[src/rtl/riscv_muldiv_unit.sv]
`default_nettype none
// ============================================================================
//  Module   : riscv_muldiv_unit
//  Purpose  : Iterative RV32M/RV64M multiply/divide unit for the execute stage.
//             One operation per accepted start, computed bit-serially:
//             XLEN CALC cycles, one FIX (sign correction) cycle, one DONE
//             cycle. Special cases (divide by zero, signed overflow) follow
//             the same path, so latency never varies.
//  Ports    : clk     - rising-edge clock
//             reset   - synchronous active-high reset
//             start   - operation request, honoured only while idle
//             flush   - synchronous abort, wins over start
//             funct3  - M-extension op (MUL..REMU)
//             src_a   - rs1 operand, captured with start
//             src_b   - rs2 operand, captured with start
//             busy    - operation in flight (CALC or FIX)
//             done    - one-cycle pulse, result valid
//             result  - last completed result, held between operations
//  Revision : 1.0 - initial release
// ============================================================================
module riscv_muldiv_unit #(
    parameter int XLEN = 32
) (
    input  logic            clk,
    input  logic            reset,
    input  logic            start,
    input  logic            flush,
    input  logic [2:0]      funct3,
    input  logic [XLEN-1:0] src_a,
    input  logic [XLEN-1:0] src_b,
    output logic            busy,
    output logic            done,
    output logic [XLEN-1:0] result
);

    localparam int c_CNT_W = $clog2(XLEN);

    localparam logic [1:0] c_ST_IDLE = 2'd0;
    localparam logic [1:0] c_ST_CALC = 2'd1;
    localparam logic [1:0] c_ST_FIX  = 2'd2;
    localparam logic [1:0] c_ST_DONE = 2'd3;

    localparam logic [2:0] c_OP_MUL    = 3'd0;
    localparam logic [2:0] c_OP_MULH   = 3'd1;
    localparam logic [2:0] c_OP_MULHSU = 3'd2;
    localparam logic [2:0] c_OP_MULHU  = 3'd3;
    localparam logic [2:0] c_OP_DIV    = 3'd4;
    localparam logic [2:0] c_OP_DIVU   = 3'd5;
    localparam logic [2:0] c_OP_REM    = 3'd6;
    localparam logic [2:0] c_OP_REMU   = 3'd7;

    // ------------------------------------------------------------------------
    // State and datapath registers
    // ------------------------------------------------------------------------
    logic [1:0]         r_state;
    logic [1:0]         w_next_state;
    logic [c_CNT_W-1:0] r_count;
    // Multiply: {carry, product_hi, multiplier/product_lo}
    // Divide  : {partial remainder (XLEN+1 bits), dividend/quotient}
    logic [2*XLEN:0]    r_acc;
    // Multiplicand magnitude for multiply, divisor magnitude for divide
    logic [XLEN-1:0]    r_operand;
    logic [2:0]         r_funct3;
    logic               r_neg_res;   // negate product / quotient in FIX
    logic               r_neg_rem;   // negate remainder in FIX
    logic [XLEN-1:0]    r_result;

    // ------------------------------------------------------------------------
    // Operand conditioning at capture time
    // ------------------------------------------------------------------------
    logic            w_accept;
    logic            w_a_signed;
    logic            w_b_signed;
    logic            w_a_neg;
    logic            w_b_neg;
    logic [XLEN-1:0] w_a_mag;
    logic [XLEN-1:0] w_b_mag;
    logic            w_in_is_div;
    logic            w_in_neg_res;

    assign w_accept    = (r_state == c_ST_IDLE) && start && !flush;
    assign w_in_is_div = funct3[2];

    // MULHSU treats only rs1 as signed; MULHU/DIVU/REMU and MUL are unsigned
    // (MUL's low half is sign-agnostic).
    assign w_a_signed = (funct3 == c_OP_MULH) || (funct3 == c_OP_MULHSU) ||
                        (funct3 == c_OP_DIV)  || (funct3 == c_OP_REM);
    assign w_b_signed = (funct3 == c_OP_MULH) || (funct3 == c_OP_DIV) ||
                        (funct3 == c_OP_REM);

    assign w_a_neg = w_a_signed && src_a[XLEN-1];
    assign w_b_neg = w_b_signed && src_b[XLEN-1];
    assign w_a_mag = w_a_neg ? -src_a : src_a;
    assign w_b_mag = w_b_neg ? -src_b : src_b;

    // Dividing by zero yields an all-ones magnitude quotient; keeping it
    // un-negated gives the required all-ones result for signed DIV too.
    assign w_in_neg_res = w_in_is_div ? ((w_a_neg ^ w_b_neg) && (src_b != '0))
                                      : (w_a_neg ^ w_b_neg);

    // ------------------------------------------------------------------------
    // Multiply iteration: conditional add into the upper half, then shift
    // the whole accumulator right so the next multiplier bit lands in bit 0.
    // ------------------------------------------------------------------------
    logic [XLEN-1:0] w_addend;
    logic [XLEN:0]   w_sum;
    logic [2*XLEN:0] w_mul_next;

    assign w_addend   = r_acc[0] ? r_operand : '0;
    assign w_sum      = {1'b0, r_acc[2*XLEN-1:XLEN]} + {1'b0, w_addend};
    assign w_mul_next = {1'b0, w_sum, r_acc[XLEN-1:1]};

    // ------------------------------------------------------------------------
    // Restoring divide iteration: shift the next dividend bit into the
    // partial remainder, trial-subtract the divisor, keep it if non-negative.
    // ------------------------------------------------------------------------
    logic [XLEN+1:0] w_rem_shift;
    logic [XLEN+1:0] w_diff;
    logic            w_q_bit;
    logic [2*XLEN:0] w_div_next;

    assign w_rem_shift = {r_acc[2*XLEN:XLEN], r_acc[XLEN-1]};
    assign w_diff      = w_rem_shift - {2'b00, r_operand};
    assign w_q_bit     = !w_diff[XLEN+1];
    assign w_div_next  = {(w_q_bit ? w_diff[XLEN:0] : w_rem_shift[XLEN:0]),
                          r_acc[XLEN-2:0], w_q_bit};

    // ------------------------------------------------------------------------
    // Sign correction and op select
    // ------------------------------------------------------------------------
    logic [2*XLEN-1:0] w_prod_fix;
    logic [XLEN-1:0]   w_quot_fix;
    logic [XLEN-1:0]   w_rem_fix;
    logic [XLEN-1:0]   w_fix_result;

    assign w_prod_fix = r_neg_res ? -r_acc[2*XLEN-1:0] : r_acc[2*XLEN-1:0];
    assign w_quot_fix = r_neg_res ? -r_acc[XLEN-1:0]   : r_acc[XLEN-1:0];
    assign w_rem_fix  = r_neg_rem ? -r_acc[2*XLEN-1:XLEN] : r_acc[2*XLEN-1:XLEN];

    always_comb begin
        w_fix_result = '0;
        case (r_funct3)
            c_OP_MUL:                           w_fix_result = w_prod_fix[XLEN-1:0];
            c_OP_MULH, c_OP_MULHSU, c_OP_MULHU: w_fix_result = w_prod_fix[2*XLEN-1:XLEN];
            c_OP_DIV, c_OP_DIVU:                w_fix_result = w_quot_fix;
            c_OP_REM, c_OP_REMU:                w_fix_result = w_rem_fix;
            default:                            w_fix_result = '0;
        endcase
    end

    // ------------------------------------------------------------------------
    // FSM: state register
    // ------------------------------------------------------------------------
    always_ff @(posedge clk) begin
        if (reset) begin
            r_state <= c_ST_IDLE;
        end else begin
            r_state <= w_next_state;
        end
    end

    // ------------------------------------------------------------------------
    // FSM: next-state logic
    // ------------------------------------------------------------------------
    always_comb begin
        w_next_state = r_state;
        case (r_state)
            c_ST_IDLE: begin
                if (w_accept) begin
                    w_next_state = c_ST_CALC;
                end
            end
            c_ST_CALC: begin
                if (flush) begin
                    w_next_state = c_ST_IDLE;
                end else if (r_count == '0) begin
                    w_next_state = c_ST_FIX;
                end
            end
            c_ST_FIX: begin
                w_next_state = flush ? c_ST_IDLE : c_ST_DONE;
            end
            c_ST_DONE: begin
                w_next_state = c_ST_IDLE;
            end
            default: begin
                w_next_state = c_ST_IDLE;
            end
        endcase
    end

    // ------------------------------------------------------------------------
    // FSM: outputs, decoded from registered state only
    // ------------------------------------------------------------------------
    always_comb begin
        busy = 1'b0;
        done = 1'b0;
        case (r_state)
            c_ST_CALC: busy = 1'b1;
            c_ST_FIX:  busy = 1'b1;
            c_ST_DONE: done = 1'b1;
            default: begin
                busy = 1'b0;
                done = 1'b0;
            end
        endcase
    end

    assign result = r_result;

    // ------------------------------------------------------------------------
    // Datapath registers
    // ------------------------------------------------------------------------
    always_ff @(posedge clk) begin
        if (reset) begin
            r_count   <= '0;
            r_acc     <= '0;
            r_operand <= '0;
            r_funct3  <= '0;
            r_neg_res <= 1'b0;
            r_neg_rem <= 1'b0;
            r_result  <= '0;
        end else begin
            if (w_accept) begin
                r_funct3  <= funct3;
                r_count   <= c_CNT_W'(XLEN - 1);
                r_neg_res <= w_in_neg_res;
                r_neg_rem <= w_a_neg;
                // Divide iterates over the dividend; multiply over the multiplier.
                r_acc     <= w_in_is_div ? {{(XLEN+1){1'b0}}, w_a_mag}
                                         : {{(XLEN+1){1'b0}}, w_b_mag};
                r_operand <= w_in_is_div ? w_b_mag : w_a_mag;
            end else if ((r_state == c_ST_CALC) && !flush) begin
                r_acc   <= r_funct3[2] ? w_div_next : w_mul_next;
                r_count <= r_count - c_CNT_W'(1);
            end else if ((r_state == c_ST_FIX) && !flush) begin
                r_result <= w_fix_result;
            end
        end
    end

endmodule
`default_nettype wire

[config.mk]
export PLATFORM = sky130hd
export DESIGN_NAME = riscv_muldiv_unit
export DESIGN_NICKNAME = d
export VERILOG_FILES = /design/src/rtl/riscv_muldiv_unit.sv
export SDC_FILE = /design/constraint.sdc
export NUM_CORES = 1
export LEC_CHECK = 0
export CORE_MARGIN = 3
export CORE_UTILIZATION = 25
export CTS_BUF_LIST = sky130_fd_sc_hd__clkbuf_4 sky130_fd_sc_hd__clkbuf_8
export DETAILED_ROUTE_END_ITERATION = 6
export PLACE_DENSITY = 0.44
export SLEW_MARGIN = 20
export SYNTH_ARGS = -nofsm -noshare
export SYNTH_HDL_FRONTEND = slang
export SYNTH_SLANG_ARGS = --single-unit
[constraint.sdc]
create_clock -name clk -period 3.45 [get_ports clk]
set_input_delay 1.035 -clock clk [delete_from_list [all_inputs] [get_ports clk]]
set_output_delay 1.035 -clock clk [all_outputs]
set_load 0.01 [all_outputs]
==> flow_summary_export.csv <==
group,metric,value,unit
power,intPower,3.55,mW
sta,finClkSkew,34.7,ps
hold_path,min_from,"r_operand[24]",
cts,clk_latency,530,ps
cts,h-tree-depth,4,
sta,drv_slew,0,
critical_path,r2r-start,"r_acc[0]",
sta,fin_crit_sh,97.7,%
cts,clock_sinks,141,
synthesis,ys_async_sr_fraction,0,%
critical_path,required,3900,ps
floorplan,die_w,240,µm
floorplan,initial_utilization,25.3,%
synthesis,ys_warn_count,0,
grt,track_usage,19.6,%
power,p_sw,2.47,mW
power,power_frac_clock,24.3,%
critical_path,slowest_stage,"clkdlybuf4s50_1",
cts,clockBufferDepth,2,
synthesis,synthCells,1903,
synthesis,synth-edff-count,0,
detailed_routing,drt_pass1_iterations,5,
status,status,"complete, no violations",
layout,final_cell_mix,"buf_4 (267), nand2_1 (211), nor2_1 (170)",
cts,cts_tree,"done",
power,power_density,331,mW/mm²
floorplan,rows,85,
job,max_cap_violations,0,
critical_path,crit_top_cell,"buf_4",
critical_path,criticalPathCategory,"primary input to flip-flop",
sta,tightest_slew,982,ps
power,p_leak,7.24,nW
synthesis,syn-mean-instance-area,7.19,µm²
critical_path,endpoint_kind,"flip-flop",
critical_path,path_cells,"clkdlybuf4s50_1, nor4_2, buf_4, nand3_1, or3_4, nor3_2, buf_4, nand2_2, o41ai_4, xor2_1, and2_1, o31a_1, nor2_1",
layout,area_delta_synth_final,32.7,%
detailed_routing,drt_iter0_drc,987,
detailed_routing,antenna_left,0,
sta,slew_headroom,34.6,%
detailed_routing,routed_wl,57000,µm
synthesis,synth_seq_area_share,20.6,%
hold_path,min_path_type,"flip-flop to flip-flop",
grt,grt_pass1_wl,86700,µm
placement,numPortBuffers,104,
power,power_frac_comb,44.4,%
layout,drive_above_1_share,18.4,%
critical_path,worstPathMaxFanout,4,
sta,holdWs,455,ps
placement,dp_hpwl,45800,µm
floorplan,fp.dieH,240,µm
grt,grt_pass1_vias,14605,
layout,final_util,33.6,%
floorplan,core_area,0.0540,mm²
cts,postCtsHoldBufs,0,
detailed_routing,wl_per_cell,19.7,µm
grt,grt_start_max_net_pins,81,
sta,timing.fmax,0.297,GHz
power,ir_drop,0.000230,V
layout,layout_commonest_cell,"buf_4",
synthesis,synth_nets,2051,
layout,fin_nets,2325,
placement,gp_congestion,0.909,
cts,root_buffer,"clkbuf_8",
sta,fin_crit,3370,ps
sta,hold_violations,0,
grt,grt.overflow.total,0,
critical_path,critPathArrivalTime,3820,ps
sta,finalSetupViolations,0,
critical_path,crit_start,"src_a[7]",
detailed_routing,vias_per_cell,5.15,
cts,cts_buffers,17,
synthesis,synth_cell_types,71,
synthesis,syn_area,0.0137,mm²
synthesis,synth_seq_cells,141,
detailed_routing,route.detailed.drc,0,
critical_path,worstSetupStartpointType,"primary input",
cts,path_clk_slew,90,ps
detailed_routing,routed-via-count,14865,
critical_path,cp_slowest_stage_delay,440,ps
floorplan,die_area,0.0576,mm²
synthesis,synth_ff_type,"dfxtp_1",
floorplan,io_pins,105,
grt,antenna_found_initial,1,
power,p_seq_share,31.4,%
power,p_sw_share,41.0,%
==> registers in the layout (all words and copies together), names as in the netlist <==
register,cells
result,32
r_state,2
r_neg_rem,1
r_operand,32
r_funct3,3
r_acc,65
r_neg_res,1
r_count,5
==> power groups by stage <==
stage / combinational, mW / sequential (mW) / clock, mW
5_1_grt: 2.91 / 1.90 / 1.55
4_1_cts: 2.63 / 1.88 / 1.50
3_3_place_gp: 2.58 / 1.92 / 0
2_1_floorplan: 1.49 / 1.87 / 0
3_5_place_dp: 2.59 / 1.92 / 0
6_report: 2.67 / 1.89 / 1.46
==> synth_stat cells, types with 8 or more instances <==
cell,instances,share of area (%)
clkbuf_1,108,3.0
a21oi_1,171,6.3
nand2b_1,21,0.96
nor2_1,177,4.9
o31ai_1,14,0.77
dfxtp_1,141,21
o211ai_1,33,1.8
nor2b_1,21,0.96
a31oi_1,15,0.69
a211oi_1,28,1.5
and2_1,19,0.87
or4_1,16,0.88
nor4_1,17,0.78
o22ai_1,20,0.91
a21o_1,37,2.0
nor3_1,54,2.0
or3_1,20,0.91
o41ai_1,12,0.77
o21a_1,11,0.60
buf_1,9,0.25
xor2_1,87,5.6
nand2_1,212,5.8
o31a_1,12,0.77
mux2i_1,86,6.3
a22oi_1,24,1.3
nand3_1,22,0.80
ha_1,75,6.9
o21ai_0,158,5.8
inv_1,58,1.6
buf_2,8,0.29
nand4_1,11,0.50
xnor2_1,95,6.1
o221ai_1,9,0.58
==> final timing paths <==
path	to	slack, ps	cells after the start
setup reg to reg	r_acc[62]	110	15
hold / removal	r_operand[24]	450	2
setup / recovery	r_operand[27]	80	13
hold reg to reg	r_operand[24]	450	2
==> through the flow <==
step           power (mW)  worst slack, ps  setup TNS [ps]  cells  instance area, µm²
2_1_floorplan        3.36             12.1               0   1903               13700
4_1_cts              6.01             4.54               0   2884               17900
3_5_place_dp         4.51             -515          -14350   2851               17400
6_report             6.01             80.8               0   2887               18200
3_3_place_gp         4.50             -536          -14210   2851               17400
5_1_grt              6.36            -18.4           -25.7   2887               18200
==> routing by layer <==
metal,part of all wire (%),GRT usage (%),wire length [µm]
met5,0,0,0
met2,46,32.4,26400
met1,46,25.4,26000
met4,3.6,8.01,2060
met3,4.4,3.09,2490
==> layout make-up <==
class | count | area (µm²)
Fill cell | 5800 | 35900
Multi-Input combinational cell | 1576 | 10500
Timing Repair Buffer | 383 | 3290
Sequential cell | 141 | 2840
Tap cell | 696 | 871
Clock buffer | 20 | 275
Inverter | 58 | 218
Clock inverter | 12 | 125
Antenna cell | 1 | 2.50
==> cell families (layout without fill, tap and decap cells) <==
kind of cell | count (synthesis) | in the layout | share of synthesized area, %
and+or+nand+nor | 629 | 629 | 21.5
AOI/OAI and AO/OA | 600 | 600 | 27.4
buffers and inverters | 186 | 473 | 5.29
xor gates and xnor gates | 182 | 182 | 11.6
DFF | 141 | 141 | 20.6
muxes | 88 | 88 | 6.45
adders and majority gates | 77 | 77 | 7.15
other | 0 | 1 | 0
==> critical path: cells and delay by family <==
family / cells / cell delay, ps
compound gates: 2 / 570
xor+xnor: 1 / 130
buf+inv: 3 / 750
simple gates: 7 / 1330
==> repair_timing <==
item	CTS	global route
endpoints found under the setup margin	28	56
pin swaps	8	13
resized for setup	25	53
gates cloned	0	0
buffers inserted	1	2
No activity file was read; power rests on OpenSTA's default activity.
